===== src/rtl/i2c_sequencer.sv =====
`default_nettype none
// ============================================================================
// Module      : i2c_sequencer
// Description : ROM-driven I2C command sequencer. Walks a command ROM from a
//               selectable start address, issuing variable-length WRITEs,
//               timed DELAYs and an explicit END marker, with NACK handling
//               and error reporting. Drives an external i2c byte engine.
//               Optional feature macro: I2C_SEQ_RETRY_EN (NACK retry with up
//               to MAX_RETRY re-sends per WRITE entry).
// Revision    : 1.0 - initial release
// ============================================================================
module i2c_sequencer #(
    parameter int NBYTES_MAX = 4,
    parameter int DEPTH      = 64,
    parameter int DELAY_UNIT = 1000,
    parameter int MAX_RETRY  = 3,
    localparam int AW        = $clog2(DEPTH),
    localparam int EW        = 8 + NBYTES_MAX*8,
    localparam int NBW       = $clog2(NBYTES_MAX+1),
    localparam int PW        = NBYTES_MAX*8
) (
    input  logic           clk_i,
    input  logic           rst_n_i,
    input  logic           start_i,
    input  logic [AW-1:0]  start_addr_i,
    output logic           busy_o,
    output logic           done_o,
    output logic           err_o,
    output logic [AW-1:0]  err_addr_o,
    output logic [AW-1:0]  rom_addr_o,
    input  logic [EW-1:0]  rom_data_i,
    output logic           i2c_send_o,
    output logic [NBW-1:0] i2c_nbytes_o,
    output logic [PW-1:0]  i2c_data_o,
    input  logic           i2c_ready_i,
    input  logic           i2c_done_i,
    input  logic           i2c_nack_i
);

    // Delay counter must hold the largest load, 63*DELAY_UNIT-1.
    localparam int DW = $clog2(63*DELAY_UNIT+1);

    localparam logic [2:0] S_IDLE      = 3'd0;
    localparam logic [2:0] S_FETCH     = 3'd1;
    localparam logic [2:0] S_DECODE    = 3'd2;
    localparam logic [2:0] S_SEND      = 3'd3;
    localparam logic [2:0] S_WAIT      = 3'd4;
    localparam logic [2:0] S_DELAY     = 3'd5;
    localparam logic [2:0] S_RETRY_CHK = 3'd6;
    localparam logic [2:0] S_ADVANCE   = 3'd7;

    localparam logic [1:0] OP_WRITE = 2'b00;
    localparam logic [1:0] OP_DELAY = 2'b01;
    localparam logic [1:0] OP_END   = 2'b10;

    localparam logic [AW-1:0] C_LAST_ADDR = AW'(DEPTH-1);
    localparam logic [DW-1:0] C_UNIT      = DW'(DELAY_UNIT);
    localparam logic [5:0]    C_NBMAX     = 6'(NBYTES_MAX);

    logic [2:0]     state_q,    state_d;
    logic [AW-1:0]  addr_q,     addr_d;
    logic           done_q,     done_d;
    logic           err_q,      err_d;
    logic [AW-1:0]  err_addr_q, err_addr_d;
    logic [NBW-1:0] nbytes_q,   nbytes_d;
    logic [PW-1:0]  data_q,     data_d;
    logic [DW-1:0]  cnt_q,      cnt_d;
    logic           nack_q,     nack_d;
`ifdef I2C_SEQ_RETRY_EN
    logic [3:0]     retry_q,    retry_d;
`endif

    // Entry field split of the ROM word presented during DECODE.
    logic [1:0]    w_op;
    logic [5:0]    w_len;
    logic [PW-1:0] w_payload;
    logic          w_len_ok;
    logic [DW-1:0] w_delay_load;

    assign w_op         = rom_data_i[EW-1:EW-2];
    assign w_len        = rom_data_i[EW-3:EW-8];
    assign w_payload    = rom_data_i[PW-1:0];
    assign w_len_ok     = (w_len != 6'd0) && (w_len <= C_NBMAX);
    assign w_delay_load = (DW'(w_len) * C_UNIT) - DW'(1);

    assign busy_o       = (state_q != S_IDLE);
    assign done_o       = done_q;
    assign err_o        = err_q;
    assign err_addr_o   = err_addr_q;
    assign rom_addr_o   = addr_q;
    assign i2c_nbytes_o = nbytes_q;
    assign i2c_data_o   = data_q;
    // Request is combinational so it lands in the first SEND cycle the engine is idle.
    assign i2c_send_o   = (state_q == S_SEND) && i2c_ready_i;

    // Next-state and datapath update for the sequencer FSM.
    always_comb begin
        state_d    = state_q;
        addr_d     = addr_q;
        done_d     = 1'b0;
        err_d      = err_q;
        err_addr_d = err_addr_q;
        nbytes_d   = nbytes_q;
        data_d     = data_q;
        cnt_d      = cnt_q;
        nack_d     = nack_q;
`ifdef I2C_SEQ_RETRY_EN
        retry_d    = retry_q;
`endif
        case (state_q)
            S_IDLE: begin
                if (start_i) begin
                    addr_d  = start_addr_i;
                    err_d   = 1'b0;
                    state_d = S_FETCH;
                end
            end
            S_FETCH: begin
                // addr_q already drives the ROM; data is valid next cycle.
                state_d = S_DECODE;
            end
            S_DECODE: begin
                nbytes_d = w_len[NBW-1:0];
                data_d   = w_payload;
`ifdef I2C_SEQ_RETRY_EN
                retry_d  = 4'd0;
`endif
                case (w_op)
                    OP_WRITE: begin
                        if (w_len_ok) begin
                            state_d = S_SEND;
                        end else begin
                            err_d      = 1'b1;
                            err_addr_d = addr_q;
                            state_d    = S_IDLE;
                        end
                    end
                    OP_DELAY: begin
                        if (w_len != 6'd0) begin
                            cnt_d   = w_delay_load;
                            state_d = S_DELAY;
                        end else begin
                            state_d = S_ADVANCE;
                        end
                    end
                    OP_END: begin
                        done_d  = 1'b1;
                        state_d = S_IDLE;
                    end
                    default: begin
                        err_d      = 1'b1;
                        err_addr_d = addr_q;
                        state_d    = S_IDLE;
                    end
                endcase
            end
            S_SEND: begin
                if (i2c_ready_i) begin
                    state_d = S_WAIT;
                end
            end
            S_WAIT: begin
                if (i2c_done_i) begin
                    nack_d  = i2c_nack_i;
                    state_d = S_RETRY_CHK;
                end
            end
            S_RETRY_CHK: begin
                if (!nack_q) begin
                    state_d = S_ADVANCE;
                end else begin
`ifdef I2C_SEQ_RETRY_EN
                    if (retry_q < 4'(MAX_RETRY)) begin
                        retry_d = retry_q + 4'd1;
                        state_d = S_SEND;
                    end else begin
                        err_d      = 1'b1;
                        err_addr_d = addr_q;
                        state_d    = S_IDLE;
                    end
`else
                    err_d      = 1'b1;
                    err_addr_d = addr_q;
                    state_d    = S_IDLE;
`endif
                end
            end
            S_DELAY: begin
                if (cnt_q == '0) begin
                    state_d = S_ADVANCE;
                end else begin
                    cnt_d = cnt_q - DW'(1);
                end
            end
            S_ADVANCE: begin
                // Last ROM entry acts as an implicit END; the address never wraps.
                if (addr_q == C_LAST_ADDR) begin
                    done_d  = 1'b1;
                    state_d = S_IDLE;
                end else begin
                    addr_d  = addr_q + AW'(1);
                    state_d = S_FETCH;
                end
            end
            default: begin
                state_d = S_IDLE;
            end
        endcase
    end

    // State and datapath registers; reset clears every output.
    always_ff @(posedge clk_i or negedge rst_n_i) begin
        if (!rst_n_i) begin
            state_q    <= S_IDLE;
            addr_q     <= '0;
            done_q     <= 1'b0;
            err_q      <= 1'b0;
            err_addr_q <= '0;
            nbytes_q   <= '0;
            data_q     <= '0;
            cnt_q      <= '0;
            nack_q     <= 1'b0;
        end else begin
            state_q    <= state_d;
            addr_q     <= addr_d;
            done_q     <= done_d;
            err_q      <= err_d;
            err_addr_q <= err_addr_d;
            nbytes_q   <= nbytes_d;
            data_q     <= data_d;
            cnt_q      <= cnt_d;
            nack_q     <= nack_d;
        end
    end

`ifdef I2C_SEQ_RETRY_EN
    // Per-entry retry counter, cleared on every DECODE.
    always_ff @(posedge clk_i or negedge rst_n_i) begin
        if (!rst_n_i) begin
            retry_q <= 4'd0;
        end else begin
            retry_q <= retry_d;
        end
    end
`endif

endmodule
`default_nettype wire


===== config.mk =====
export PLATFORM = sky130hd
export DESIGN_NAME = i2c_sequencer
export DESIGN_NICKNAME = d
export VERILOG_FILES = /design/src/rtl/i2c_sequencer.sv
export SDC_FILE = /design/constraint.sdc
export NUM_CORES = 1
export LEC_CHECK = 0
export CAP_MARGIN = 20
export CORE_ASPECT_RATIO = 1.25
export CORE_UTILIZATION = 46
export CTS_BUF_LIST = sky130_fd_sc_hd__clkbuf_4 sky130_fd_sc_hd__clkbuf_8 sky130_fd_sc_hd__clkbuf_16
export CTS_CLUSTER_DIAMETER = 60
export CTS_CLUSTER_SIZE = 40
export DETAILED_ROUTE_END_ITERATION = 8
export GPL_ROUTABILITY_DRIVEN = 0
export GPL_TIMING_DRIVEN = 1
export PLACE_DENSITY = 0.77
export SYNTH_ARGS = -nofsm -noshare
export SYNTH_HDL_FRONTEND = slang
export SYNTH_SLANG_ARGS = --single-unit
export TNS_END_PERCENT = 10

===== constraint.sdc =====
create_clock -name clk_i -period 1.9 [get_ports clk_i]
set_input_delay 0.38 -clock clk_i [delete_from_list [all_inputs] [get_ports clk_i]]
set_output_delay 0.38 -clock clk_i [all_outputs]
set_load 0.01 [all_outputs]

# Yosys cells after proc, flatten, opt, wreduce, memory -nomap -nowiden
# Index checks and enable logic that the tools add are counted.
# word_totals
in_bits	52
word_cells	82
out_inout_bits	51
ff_bits	69
# op_classes
n_eq_ne	21
mux	29
n_lt_le_gt_ge	1
n_mul	1
n_addsub	3
n_reduce_logical	18
# ops
operator	count
2-to-1 mux 16 bit	3
case mux 6 bit (2 select lines)	3
case mux 16 bit (2 select lines)	1
subtractor 16 x 1 -> 16 bit (second input constant)	2
2-to-1 mux 6 bit	4
case mux 3 bit (8 select lines)	1
inequality test 2 bit (second input constant)	10
logical NOT 16 bit	1
2-to-1 mux 3 bit	5
multiplier 6 x 7 -> 13 bit (second input constant)	1
equality test 3 bit (second input constant)	4
AND reduction 4 bit	3
adder 6 x 1 -> 6 bit (second input constant)	1
equality test 3 x 2 -> 1 bit (second input constant)	2
equality test 6 bit (second input constant)	1
less-or-equal comparator 6 x 3 -> 1 bit (second input constant)	1
2-to-1 mux 1 bit	6
case mux 3 bit (2 select lines)	1
nonzero test 2 bit	3
nonzero test 3 bit	2
nonzero test 6 bit	1
AND reduction 5 bit	1
2-to-1 mux 2 bit	2
case mux 1 bit (2 select lines)	2
other kinds (11)	12

# Depth between registers and ports, before layout
# logic_depth
ltp_word	5
depth_mapped	16
ltp_nobuf	16

# Worst setup path before layout
# Ideal clock, no wire load.
# synth_timing
kind	input -> register
start	input rom_data_i[35]
end	register cnt_q[15]
stages	14
t_required_ps	1773
arrival_ps	3666
path_buffers	1
setup_ps	127
setup_slack_ps	-1892
cell_sequence	fa_1 > inv_1 > fa_1 > fa_1 > inv_1 > ha_1 > clkbuf_2 > or4_1 > o21ai_0 > a21oi_1 > xnor2_1 > nand4_1 > xnor2_1 > o21ai_1
# synth_via
elab_chain_cells	5
elab_cells_between_ends	8
classes_between	add/sub (1); mul (1); eq/ne (1); mux (3); reduce/logical (2)
# synth_rtl
item	line_no	source
start, declared	31	input logic [EW-1:0] rom_data_i,
multiplier 6 x 7 -> 13 bit	84	assign w_delay_load = (DW'(w_len) * C_UNIT) - DW'(1);
subtractor 16 x 1 -> 16 bit	84	
2-to-1 mux 16 bit	139	if (w_len != 6'd0) begin
2-to-1 mux 16 bit	128	case (w_op)
case mux 16 bit (2 select lines)	110	case (state_q)
end signal, assigned	231	cnt_q <= cnt_d;
end, declared	67	logic [DW-1:0] cnt_q, cnt_d;
# Parallel ways exist; a longest one is shown, timed or not. The select of a mux whose other input is x is not followed.
# A chain may end at the register's enable or synchronous reset.

# Worst setup path after layout
# layout_timing
start	input rom_data_i[35]
end	register cnt_q[14]
# The elaborated chain is that of the path after synthesis.

==> results.json <==
{
  "synth_seq_cells": 69,
  "drc_errors": 0,
  "fin_crit_sh": 1.938,
  "cp_max_fo": 4,
  "ctsRootBufferMaster": "clkbuf_16",
  "grt_pass1_wl_mm": 20.44,
  "clk_latency_ps": 340,
  "fmax_mhz": 271.6,
  "cp.required_ps": 2110,
  "h-tree-depth": 3,
  "outcome": "complete, but fails checks",
  "setup_ws_ps": -1781,
  "max_cap_viol_count": 0,
  "dieHeight_um": 112.2,
  "first_pass_iters": 4,
  "arrival_ps": 3890,
  "min_period_ps": 3681,
  "yosysTopAreaCell": "dfrtp_1",
  "synth_top_area_share": 0.3867,
  "postPlaceCellArea_um2": 6291,
  "async_reset_ff_frac": 1.000,
  "setup_viol": 14,
  "finalSetupTns_ps": -12880,
  "path_class": "in -> reg",
  "cts_made_buffers": 9,
  "layout.cells.non_filler": 762,
  "violations": "negative setup slack",
  "power_mw": 11.01,
  "syn_area_um2": 4466,
  "grt.busiest_layer": "met2",
  "final_cell_area_um2": 6974,
  "syn_area_per_cell_um2": 10.22,
  "initial_core_util": 0.4816,
  "ant_nets": 0,
  "place_ws_ps": -2586,
  "grt_max_degree": 58,
  "path_clk_slew_ps": 50,
  "skew_ps": 5.372,
  "cts_tree": "done",
  "grtUsageMet2": 0.4901,
  "ys_top_cells_by_area": "dfrtp_1 39%, mux2_2 11%, ha_1 9.0%, fa_1 5.8%, inv_1 3.6%",
  "antenna_found_initial": 0,
  "grt.met3_usage": 0.04878,
  "whs_ps": 440.2,
  "routed_wl_mm": 13.49,
  "rsz0062_at_grt": "yes",
  "grt_overflow_total": 0,
  "power.density_nw_per_um2": 1578,
  "core_um2": 9271,
  "slew_headroom": 0.6998,
  "cellLeakagePower_nw": 3.098,
  "irDropWorstVdd_v": 0.001020,
  "num_vias": 4236,
  "cts_buffer_depth": 2,
  "syn_nets": 534,
  "dieArea_um2": 10110,
  "worst_slew_pin_slew_ps": 446.1,
  "yosysUniqueCellTypes": 55,
  "track_usage": 0.2576,
  "final_cell_mix": "94 x buf_4, 93 x clkdlybuf4s50_1, 67 x dfrtp_1",
  "final_nets": 732,
  "end_kind": "flop",
  "final_util": 0.7522,
  "io_buffers": 102,
  "vias_per_cell": 5.559,
  "pin_count": 103,
  "rows": 39,
  "drive_above_1_share": 0.3599,
  "post-dp-hpwl_mm": 9.254,
  "dieWidth_um": 90.13,
  "cp-start-kind": "input port",
  "antenna_cells": 0,
  "wl_per_cell_um": 17.70,
  "drv_slew": 0,
  "layout.cells.most_common": "buf_4",
  "numClockSinks": 69,
  "dr.first_iter.drc_count": 248,
  "ys_warn_count": 0,
  "synth_enable_flop_cells": 0,
  "hold_class": "in -> reg",
  "fillers": 595,
  "hold_violations": 0,
  "dp.cells": 738,
  "synth_flop_cell": "dfrtp_1",
  "gr-usage-met1": 0.2634,
  "synthCells": 437,
  "ys_seq_area_frac": 0.3867,
  "layout-area-overhead-vs-synth_pct": 56.18,
  "first_global_vias": 4445
}
state kept, by name, summed over array words and instances, names as in the netlist:
signal	cells
err_o	1
rom_addr_o	6
done_o	1
i2c_data_o	32
nack_q	1
i2c_nbytes_o	3
err_addr_o	6
cnt_q	16
state_q	3
power by group:
group / internal (mW) / switching, mW / leakage (nW)
clock: 1.27 / 0.615 / 0.165
combinational: 3.50 / 2.88 / 2.11
sequential: 2.21 / 0.528 / 0.821
total: 6.98 / 4.03 / 3.10
cells by family after synthesis:
group	share of synthesized area
XOR/XNOR	0.03138
AO/OA/AOI/OAI	0.1300
adder cells (fa/ha/maj)	0.1479
AND/OR/NAND/NOR	0.1359
buffers and inverters	0.05407
multiplexers	0.1140
flip-flops	0.3867
Yosys cell counts (all sizes together), types with 2 or more instances:
| cell | instances |
|---|---|
| xnor2 | 9 |
| o21ai | 32 |
| fa | 13 |
| xor2 | 7 |
| dfrtp | 69 |
| clkbuf | 10 |
| nand4 | 3 |
| a21oi | 24 |
| or4 | 5 |
| o32ai | 2 |
| a31oi | 4 |
| mux2 | 44 |
| buf | 7 |
| or2 | 3 |
| inv | 43 |
| a21o | 2 |
| a22oi | 3 |
| nand3 | 12 |
| nor2b | 6 |
| o31ai | 3 |
| ha | 32 |
| nor3b | 8 |
| a22o | 5 |
| nor2 | 17 |
| o21a | 2 |
| a211oi | 3 |
| nor4 | 7 |
| and3 | 4 |
| o22ai | 3 |
| nand2 | 29 |
| nor3 | 14 |
final timing paths:
path / from / endpoint / slack, ps / depth (start not counted)
worst max-delay path: rom_data_i[35] / cnt_q[14] / -1780 / 15
worst min-delay path: rom_data_i[33] / i2c_nbytes_o[1] / 440 / 3
worst max register to register: cnt_q[0] / cnt_q[12] / -280 / 9
worst min register to register: err_o / err_o / 500 / 1
max in group asynchronous: rst_n_i / state_q[2] / 770 / 3
min in group asynchronous: rst_n_i / cnt_q[6] / 490 / 2
per-layer routing:
| layer | wire (µm) | vias up |
|---|---|---|
| li1 | - | 1938 |
| met1 | 4939 | 2090 |
| met2 | 7386 | 148 |
| met3 | 529 | 60 |
| met4 | 631 | 0 |
| met5 | 0 | - |
layout make-up:
cell class	instances	area, µm²	area share
multi-input cells	308	2780	0.3986
repair buffers	204	1812	0.2598
flip-flops and latches	69	1729	0.2479
clock buffers	9	225.2	0.03229
inverters	43	161.4	0.02314
well taps	123	153.9	0.02207
clock inverters	6	112.6	0.01615
repair_timing:
item                                    in CTS  in global routing
hold endpoints to repair                    12                  0
endpoints found under the setup margin      26                 23
buffers inserted                             6                  2
resized for setup                           76                 22
pin swaps                                   32                 24
cloned                                       0                  0
hold buffers                                 1                  0
worst max-delay path, cell delays in order:
cell	delay [ps]
buf_2	120
fa_1	560
inv_2	70
fa_2	580
fa_1	440
inv_2	90
ha_4	210
a21o_1	200
a211oi_2	280
a211oi_2	160
nor4_4	260
buf_4	200
nand3_4	70
xnor2_2	180
o21ai_1	90
Note: power is estimated with default switching activity, not from simulation.
==> RTL edit 1 (config.mk and constraints unchanged) <==
The option `I2C_SEQ_RETRY_EN` is turned on by a define.
--- a/src/rtl/i2c_sequencer.sv
+++ b/src/rtl/i2c_sequencer.sv
@@ -9,6 +9,8 @@
 //               to MAX_RETRY re-sends per WRITE entry).
 // Revision    : 1.0 - initial release
 // ============================================================================
+`define I2C_SEQ_RETRY_EN
+
 module i2c_sequencer #(
     parameter int NBYTES_MAX = 4,
     parameter int DEPTH      = 64,
Function: changed (Yosys sat finds a counterexample within 10 cycles, from zero or initial values and one cycle with rst_n_i low).
==> RTL edit 1 against the original RTL <==
The run still ends with setup timing left; synthesized cell count is 5.0% higher; cell area is 0.79% lower; sequential cell count rose by 4; count of clock-buffer cells in the layout rose by 5; worst setup slack better by 0.018 ns; maximum frequency is 0.50% higher; clock skew hardly changed; routed wire length shrank 9.8%; total power is 4.3% lower; synthesized area rose by 4.0%; combinational power down 3.4%; core utilization down 4.0 points; critical path type unchanged; largest cell class unchanged.
==> RTL edit 1: results <==
[cells_and_area]
drive_gt1_frac = 0.313
multiInputGateArea_mm2 = 0.00278
final-clk-cell-share = 0.0416
non_clock_buffer_count = 190
final-nonclk-buf-share = 0.243
multi_input_cells = 322
fill_cells = 691
inv_count = 50
nNetsFinal = 745
seq_share = 0.264
nClkBuffers = 14
final_cells = 777
fin_util = 0.713

[yosys]
synthAdderAreaFrac = 0.148
synth.area.top_cells = dfrtp_1 39%, mux2_2 10%, ha_1 9.2%
synthTopCellsByCount = 73 x dfrtp_1, 50 x inv_1, 43 x mux2_2
synth-xor-area-share = 0.0264
syn-num-nets = 558
synth_compound_area_frac = 0.145
syn_inst = 459
synth-seq-cells = 73
async_flop_share = 1.00
synth.area.mux_share = 0.106
synth_cell_types = 53
ys_seq_area_frac = 0.393

[sta]
finalSetupTns_ns = -15.50
fin_hold_ws_ns = 0.0744
setup_slack_ns = -1.76
worst_slew_pin_slew_ns = 0.530
setup_viol = 23
finalClockSkew_ns = 0.00506

[place]
place_ws_ns = -2.48
place_area_mm2 = 0.00644
hpwl_um = 9070
place_inst = 757

[setup_path]
arrival_ns = 3.90
crit_path_start = rom_data_i[34]
r2r_start = cnt_q[9]$_DFFE_PN0P_
r2r_slack_ns = -0.46
endpoint = cnt_q[13]$_DFFE_PN0P_
path_max_fanout = 3
rr_endpoint = cnt_q[14]$_DFFE_PN0P_
reg2reg_depth = 8

[route]
first_iter_violations = 131
drt-total-wl_um = 12200
via_count = 4146

[power]
ir_worst_vdd_mv = 0.642
p_clk_frac = 0.151
p_int_mw = 6.69
power_mw = 10.5
p_leak_nw = 3.09
comb_power_share = 0.585

[outcome]
violations = setup timing
status = finished, violations left

[grt]
grt_usage = 0.237
grt_pass1_vias = 4307
grt_pass1_wl_um = 19500
grt_max_degree = 74

[worst_hold_path]
min_path_type = input pin to asynchronous set/reset pin
==> RTL edit 1: cell count changes after synthesis, moves of 5 or more <==
cell,unedited run,this run
o21ai_0,29,21
nand2b_1,1,6
buf_2,6,1
nor2_1,16,30
inv_1,43,50
o22ai_1,3,8
==> RTL edit 1: routing by layer <==
layer	wire, um	part of all wire	track usage
met5	0	0	0
met4	369	0.030	0.120
met3	484	0.040	0.0332
met2	6640	0.55	0.452
met1	4680	0.38	0.253
==> RTL edit 1: repair_timing <==
item	4_1_cts	5_1_grt
pin swaps	25	11
cloned	0	0
endpoints found under the hold margin	0	0
setup buffers	3	1
hold buffers	0	0
resized for setup	47	25
endpoints found under the setup margin	27	27
==> RTL edit 1: critical path: cells and delay by family <==
kind	cells	cell delay [ns]
AOI/OAI and AO/OA	3	0.67
xor gates and xnor gates	1	0.15
adders and majority gates	4	1.81
buffers and inverters	4	0.34
and+or+nand+nor	3	0.57
==> RTL edit 2 (config.mk and constraints unchanged) <==
Made on the original files. Put one more register stage on the output `err_addr_o`, without a reset. The value now appears one clock later. The other outputs are not delayed to match.
--- a/src/rtl/i2c_sequencer.sv
+++ b/src/rtl/i2c_sequencer.sv
@@ -86,7 +86,9 @@
     assign busy_o       = (state_q != S_IDLE);
     assign done_o       = done_q;
     assign err_o        = err_q;
-    assign err_addr_o   = err_addr_q;
+    always_ff @(posedge clk_i) begin
+        err_addr_o <= err_addr_q;
+    end
     assign rom_addr_o   = addr_q;
     assign i2c_nbytes_o = nbytes_q;
     assign i2c_data_o   = data_q;
Check against the original RTL: not equivalent (Yosys sat finds a counterexample within 4 cycles, from zero or initial values and one cycle with rst_n_i low).
==> RTL edit 2 against the original RTL <==
The run still ends with setup timing left; routed wire length down 10%; worst hold slack worse by 0.38 ns; cell area up 0.48%; register-to-register slack better by 0.02 ns; total power down 2.5%; worst setup slack better by 0.024 ns; non-clock buffer count down 13; sequential cell count up 6; synthesized cell count up 2.7%; clock skew about the same; clock power down 3%; synthesized area up 4.0%; die area up 4.0%.
==> RTL edit 2: results <==
[place]
place_inst = 749
hpwl_um = 8840

[cells_and_area]
non_clock_buffer_count = 191
inv_count = 46
multiInputGateArea_mm2 = 0.00277
final-nonclk-buf-share = 0.247
multi_input_cells = 314
final-clk-cell-share = 0.0466
drive_gt1_frac = 0.322

[worst_hold_path]
min_path_type = input pin to asynchronous set/reset pin

[yosys]
ys_seq_area_frac = 0.398
synthTopCellsByCount = 69 x dfrtp_1, 46 x inv_1, 42 x mux2_2
synth.area.top_cells = dfrtp_1 37%, mux2_2 10%, ha_1 8.6%
synth_cell_types = 63
syn_inst = 449
syn-num-nets = 546

[sta]
setup_viol = 17
worst_slew_pin_slew_ns = 0.442
finalSetupTns_ns = -14.09
setup_slack_ns = -1.76
finalClockSkew_ns = 0.00548

[route]
first_pass_iters = 7
wl_per_cell_um = 15.8
met1_length_um = 4540
first_iter_violations = 178

[power]
power_mw = 10.7
p_leak_nw = 3.13
comb_power_share = 0.558
power.switching_mw = 3.82

[grt]
grt_pass1_wl_um = 19600
use_met2 = 0.451
grtUsageMet3 = 0.0471
grt_pass1_vias = 4354

[outcome]
status = finished, violations left
violations = setup timing

[cts]
cts_sinks = 75
postCtsSetupBuffers = 3
-- RTL edit 2: through the flow --
stage | worst slack [ns] | cell area [um^2] | hold slack, ns | utilization
after floorplan | -1.73 | 4670 | 0.0844 | -
after global placement | -2.28 | 6450 | 0.352 | 0.664
after detailed placement | -2.43 | 6450 | 0.351 | 0.664
after CTS | -1.70 | 6930 | 0.0750 | 0.714
after global routing | -1.83 | 7010 | 0.0841 | 0.722
final | -1.76 | 7010 | 0.0576 | 0.722
-- RTL edit 2: cell families (layout without fill, tap and decap cells) --
| family | after synthesis | count (layout) | share of synthesized area |
|---|---|---|---|
| AO/OA/AOI/OAI | 96 | 96 | 0.130 |
| XOR/XNOR | 16 | 16 | 0.0302 |
| adder cells (fa/ha/maj) | 45 | 45 | 0.142 |
| buffers and inverters | 60 | 253 | 0.0531 |
| flip-flops | 75 | 75 | 0.398 |
| multiplexers | 44 | 44 | 0.106 |
| AND/OR/NAND/NOR | 113 | 113 | 0.141 |
-- RTL edit 2: worst paths after layout --
| check | start | end | slack (ns) | depth (start not counted) |
|---|---|---|---|---|
| worst max register to register | cnt_q[1]$_DFFE_PN0P_ | cnt_q[12]$_DFFE_PN0P_ | -0.26 | 10 |
| worst min-delay path | rst_n_i | i2c_data_o[17]$_DFFE_PN0P_ | 0.06 | 2 |
| min in group clk_i | err_addr_q[5]$_DFFE_PN0P_ | err_addr_o[5]$_DFF_P_ | 0.37 | 0 |
| worst max-delay path | rom_data_i[33] | cnt_q[14]$_DFFE_PN0P_ | -1.76 | 16 |
| max in group asynchronous | rst_n_i | state_q[2]$_DFFE_PN0P_ | 1.54 | 2 |
| worst min register to register | err_addr_q[5]$_DFFE_PN0P_ | err_addr_o[5]$_DFF_P_ | 0.37 | 0 |
